==> config.mk <==
export PLATFORM = sky130hd
export DESIGN_NAME = yazmac_yazma_hakem
export DESIGN_NICKNAME = d
export VERILOG_FILES = /design/src/rtl/yazmac_yazma_hakem.sv
export SDC_FILE = /design/constraint.sdc
export NUM_CORES = 1
export LEC_CHECK = 0
export BUFFER_PORTS_ARGS = -buffer_cell sky130_fd_sc_hd__buf_4
export CORE_UTILIZATION = 40
export CTS_BUF_LIST = sky130_fd_sc_hd__clkbuf_4
export DETAILED_ROUTE_END_ITERATION = 10
export PLACE_DENSITY = 0.81
export SLEW_MARGIN = 15
export SYNTH_ARGS = -nofsm -noshare
export SYNTH_HDL_FRONTEND = slang
export SYNTH_SLANG_ARGS = --single-unit
==> constraint.sdc <==
create_clock -name clk -period 1.6 [get_ports clk]
set_input_delay 0.4 -clock clk [delete_from_list [all_inputs] [get_ports clk]]
set_output_delay 0.4 -clock clk [all_outputs]
set_load 0.01 [all_outputs]
==> src/rtl/yazmac_yazma_hakem.sv <==
// Write-port arbiter for the 32x32 register file: round-robin between ALU (A) and
// long-latency (B) writeback, plus an optional post-reset clear sweep (YAZMAC_TEMIZLE_EN).
module yazmac_yazma_hakem #(
    parameter int ADR_W  = 5,
    parameter int VERI_W = 32
) (
    input  logic              clk,
    input  logic              rst,
    input  logic              a_gecerli_i,
    input  logic [ADR_W-1:0]  a_adr_i,
    input  logic [VERI_W-1:0] a_deger_i,
    output logic              a_hazir_o,
    input  logic              b_gecerli_i,
    input  logic [ADR_W-1:0]  b_adr_i,
    input  logic [VERI_W-1:0] b_deger_i,
    output logic              b_hazir_o,
    output logic              yaz_o,
    output logic [ADR_W-1:0]  yaz_adr_o,
    output logic [VERI_W-1:0] yaz_deger_o,
    output logic              mesgul_o
);

    typedef enum logic {TEMIZLE, CALIS} durum_t;

    durum_t durum;
    logic   oncelik_a;
    logic   mesgul_r;
    logic   a_ver;
    logic   b_ver;

`ifdef YAZMAC_TEMIZLE_EN
    logic [ADR_W-1:0] sayac;
`else
    assign mesgul_r = 1'b0;
`endif

    assign mesgul_o  = mesgul_r;
    assign a_hazir_o = a_ver;
    assign b_hazir_o = b_ver;

    // mesgul_r stays high for the cycle that shows the last sweep write, keeping grants off
    always_comb begin
        a_ver = 1'b0;
        b_ver = 1'b0;
        if (!rst && durum == CALIS && !mesgul_r) begin
            if (a_gecerli_i && (!b_gecerli_i || oncelik_a)) begin
                a_ver = 1'b1;
            end else if (b_gecerli_i) begin
                b_ver = 1'b1;
            end
        end
    end

    always_ff @(posedge clk) begin
        if (rst) begin
`ifdef YAZMAC_TEMIZLE_EN
            durum    <= TEMIZLE;
            sayac    <= '0;
            mesgul_r <= 1'b0;
`else
            durum    <= CALIS;
`endif
            oncelik_a   <= 1'b1;
            yaz_o       <= 1'b0;
            yaz_adr_o   <= '0;
            yaz_deger_o <= '0;
        end else begin
            yaz_o <= 1'b0;
            case (durum)
`ifdef YAZMAC_TEMIZLE_EN
                TEMIZLE: begin
                    yaz_o       <= 1'b1;
                    yaz_adr_o   <= sayac;
                    yaz_deger_o <= '0;
                    mesgul_r    <= 1'b1;
                    sayac       <= sayac + 1'b1;
                    if (sayac == '1) begin
                        durum <= CALIS;
                    end
                end
`endif
                CALIS: begin
`ifdef YAZMAC_TEMIZLE_EN
                    mesgul_r <= 1'b0;
`endif
                    // Writes to x0 are consumed but never reach the register file
                    if (a_ver) begin
                        yaz_o       <= |a_adr_i;
                        yaz_adr_o   <= a_adr_i;
                        yaz_deger_o <= a_deger_i;
                        oncelik_a   <= 1'b0;
                    end else if (b_ver) begin
                        yaz_o       <= |b_adr_i;
                        yaz_adr_o   <= b_adr_i;
                        yaz_deger_o <= b_deger_i;
                        oncelik_a   <= 1'b1;
                    end
                end
                default: durum <= CALIS;
            endcase
        end
    end

endmodule

**Word level (Yosys, flattened, before mapping)**

Cells that the tools add are included.

- Bits in registers: 39
- Logic and storage cells: 23
- Output and inout bits: 41

- Reduce and logical (&&, ||, !) cells: 6
- Multiplexer cells: 13

Operators by type and width:

| kind | count |
|---|---|
| $mux W32 | 2 |
| $mux W5 | 2 |
| $reduce_or A5 Y1 | 2 |
| $mux W1 | 9 |
| $reduce_bool A2 Y1 | 1 |
| $logic_and A1 B1 Y1 | 1 |
| $logic_not A1 Y1 | 1 |
| $logic_or A1 B1 Y1 | 1 |

**Longest topological paths before layout**

- Depth after elaboration: 7
- Mapped depth: 5
- Depth with buffers taken out: 3

**Worst setup path after synthesis**

OpenSTA, ideal clock, no wires.

- Kind: input to register
- Start: in a_gecerli_i
- End: reg yaz_deger_o[15]
- Cell stages on the path: 4
- Path slack: 0.182 ns
- Arrival time: 1.296 ns
- Data required time: 1.477 ns
- Setup time: 0.123 ns
- Path through: nor2_1 > clkbuf_2 > a2111oi_0 > a221o_2

- Longest elaborated chain between the ends: 4

Ends and longest elaborated chain:

| what | RTL line | source |
|---|---|---|
| start, declared | 9 | `input logic a_gecerli_i,` |
| $logic_and A1 B1 Y1 * | 46 | `if (a_gecerli_i && (!b_gecerli_i \|\| oncelik_a)) begin` |
| $mux W1 | 46 |  |
| $mux W1 | 45 | `if (!rst && durum == CALIS && !mesgul_r) begin` |
| $mux W32 or $reduce_bool A2 Y1 (tied branches) | -- |  |
| end signal, assigned | 90 | `yaz_deger_o <= a_deger_i;` |
| end signal, assigned | 95 | `yaz_deger_o <= b_deger_i;` |
| end, declared | 19 | `output logic [VERI_W-1:0] yaz_deger_o,` |

Every way passes the cells marked *; elsewhere a longest branch is shown, timed or not.
A chain may end at the register's enable or synchronous reset.

**Worst setup path after layout**

- Start: reg oncelik_a
- End: out a_hazir_o

- Longest elaborated chain between the ends: 4

Ends and longest elaborated chain:

| what | RTL line | source |
|---|---|---|
| start, declared | 26 | `logic oncelik_a;` |
| start signal, assigned | 63 | `oncelik_a <= 1'b1;` |
| start signal, assigned | 91 | `oncelik_a <= 1'b0;` |
| start signal, assigned | 96 | `oncelik_a <= 1'b1;` |
| $logic_or A1 B1 Y1 | 46 |  |
| $logic_and A1 B1 Y1 | 46 |  |
| $mux W1 | 46 |  |
| $mux W1 | 45 |  |
| end, declared | 12 | `output logic a_hazir_o,` |

Every way passes these cells.

==> results.tsv <==
stage	metric	value	unit
critical_path	Worst Path Arrival	1130	ps
timing	Post-Route Setup TNS	0	ps
critical_path	WP data required	1200	ps
logic_synthesis	Ys Warns	0	
cts	maximum root-to-sink buffer count	2	
drt	detailed-route via count	1982	
logic_synthesis	syn_area_per_cell	9.98	um2
final_layout	Layout Nets	383	
grt	total grt overflow	0	
floorplan	initial core utilization	0.422	
drt	final WL	5450	um
logic_synthesis	adder-cell share of the synthesized area	0	
timing	Fin Clk Skew	6.22	ps
power_and_ir_drop	P per Cell Area	809	mW/mm2
power_and_ir_drop	peak supply drop	0.546	mV
cts	clock root cell	clkbuf_4	
final_layout	layout cells sized above 1	0.523	
timing	Fmax	653	MHz
cts	TritonCTS clock tree	built	
final_layout	Layout fillers	374	
logic_synthesis	largest cells by area after synthesis	dfxtp_1 42%, a2111oi_0 17%, a221o_1 12%, a221o_2 9.0%, inv_1 7.4%	
logic_synthesis	Yosys cell types	22	
timing	hold_ws	272	ps
cts	worst-skew pair later-pin latency	340	ps
critical_path	Crit Path Class	reg2out	
floorplan	I/O pins	119	
critical_path	worst stage delay on the critical path	340	ps
timing	fin crit share	0.958	
critical_path	CP Launch Type	flip-flop	
timing	post-layout minimum cycle time	1530	ps
timing	Fin. Hold Viols	0	
logic_synthesis	Net Count, Synth	266	
critical_path	CP Cell Sequence	nand2b_4, and3b_4, buf_6	
drt	# DRC	16	
cts	clk slew on worst S/H paths	120	ps
floorplan	# rows	24	
logic_synthesis	register area share after synthesis	0.416	
run_status	status	complete, but fails checks	
timing	endpoints failing setup	0	
hold_path	Hold WC Path Type	in2reg	
floorplan	full die area	0.00497	mm2
placement	post-DP HPWL	4080	um
flow_run	maxcap violations	0	
logic_synthesis	mux cell area share after synthesis	0	
final_layout	Area Overhead vs Synth	54.5	%
critical_path	worst path bufs/invs	1	
logic_synthesis	post-synthesis compound-gate area fraction	0.388	
grt	largest net degree at the start of global routing	30	
cts	CTS Buf Count	5	
critical_path	Worst Setup End Kind	output port	
placement	Port Buffer Count	117	
logic_synthesis	Async S/R FF share, synth	0	
timing	Slew Viols, Final	0	
cts	CTS H-tree depth	2	
final_layout	most frequent cells in the layout	131 x buf_4, 38 x dfxtp_1, 37 x inv_1, 37 x a2111oi_0, 22 x a221o_1	
grt	vias in the first global route	1849	
critical_path	crit-path leading delay family	flip-flops	
critical_path	Worst path slowest cell	dfxtp_2	
drt	TritonRoute pass-1 iters	7	
logic_synthesis	cell accounting for the most synthesized area	dfxtp_1	
cts	TritonCTS Sinks	39	
grt	gr usage total	0.221	
logic_synthesis	area of the mapped netlist	0.00188	mm2
final_layout	commonest non-fill, non-tap cell in the layout	buf_4	
logic_synthesis	Cells after Synth	188	
grt	antenna violations before repair	0	
final_layout	ant diodes	0	
run_status	violated checks	design-rule violations	
logic_synthesis	post-synthesis xor/xnor area fraction	0	
drt	post-route ant nets	0	
drt	Iter 0 DRT Violations	130	
critical_path	CP Max Fanout	3	
logic_synthesis	simple-gate portion of the synthesized area	0.0440	
logic_synthesis	post-synth top area share	0.416	
logic_synthesis	Synth Flop Type	dfxtp_1	
logic_synthesis	Post-synth EDFFs	0	
floorplan	Placeable Area	0.00444	mm2
drt	Via density	5.54	
floorplan	Die H	70.5	um
power_and_ir_drop	leak pwr	1.42	nW
grt	first-pass GRT wire length	8670	um
timing	RSZ-0062 raised after global routing	false	
floorplan	Die X	70.5	um
logic_synthesis	main combinational cell family by area after synthesis	compound AO/OA/AOI/OAI gates	
drt	post-DR wirelength/cell	15.2	um
logic_synthesis	register bit total from synthesis	39	
placement	GP Congestion	0.782	
==> sequential cells by signal (all words and copies together) (netlist names) <==
name	cells
yaz_deger_o	32
yaz_adr_o	5
oncelik_a	1
yaz_o	1
==> kinds of logic (layout without fill, tap and decap cells) <==
kind of cell	after synthesis	count (layout)
simple gates	12	12
compound gates	76	76
buf+inv	60	178
flops	39	39
other cells	1	1
==> repair_timing <==
item	in CTS	in global routing
cloned	0	0
pin swaps	0	0
gates resized for setup	2	1
hold buffers	0	0
endpoints found under the setup margin	1	1
buffers inserted	1	0
==> layer usage <==
layer  wire length, um  GRT usage
met3               317     0.0462
met2              2640      0.378
met5                 0          0
met4                80     0.0635
met1              2410      0.279
==> layout make-up <==
type                            instances  area (um2)  share of cell area
Clock buffer                            5        37.5              0.0130
Clock inverter                          3        38.8              0.0134
Inverter                               37         139              0.0479
Multi-Input combinational cell         89         821               0.283
Sequential cell                        39         782               0.270
Tap cell                               52        65.1              0.0225
Timing Repair Buffer                  133        1010               0.350
==> worst paths after layout <==
kind / from / endpoint / slack [ps] / cells after the start
max: oncelik_a / a_hazir_o / 70 / 3
min: a_deger_i[14] / yaz_deger_o[14] / 270 / 2
max reg2reg: oncelik_a / yaz_deger_o[2] / 110 / 5
min reg2reg: yaz_deger_o[25] / yaz_deger_o[25] / 500 / 1
==> through the flow <==
stage	worst slack, ps	instance area (um2)	power (W)	util	instances
2_1_floorplan	182	1880	0.00137	-	188
3_3_place_gp	107	2800	0.00170	0.631	349
3_5_place_dp	27.7	2800	0.00170	0.631	349
4_1_cts	36.5	2890	0.00235	0.651	358
5_1_grt	5.17	2900	0.00245	0.652	358
6_report	67.6	2900	0.00234	0.652	358
==> synthesized netlist by cell type (2+ instances only) <==
library cell	n
clkbuf_1	10
nor3_1	2
clkbuf_2	3
dfxtp_1	39
a221o_2	15
nand2_1	2
buf_6	6
a2111oi_0	37
inv_1	37
nor2_1	2
buf_2	3
a221o_1	22
==> power breakdown <==
group / leakage [nW] / internal (W) / switching (W)
sequential: 0.324 / 0.00106 / 0.0000485
clock: 0.0426 / 0.000322 / 0.000335
combinational: 1.05 / 0.000344 / 0.000237
==> worst register-to-register path, stage by stage, from the launching register on <==
cell	delay (ps)
dfxtp_2	340
nand2b_4	140
and3b_4	190
buf_4	140
buf_4	190
a221o_2	390
Power figures use the tool's default switching activity.
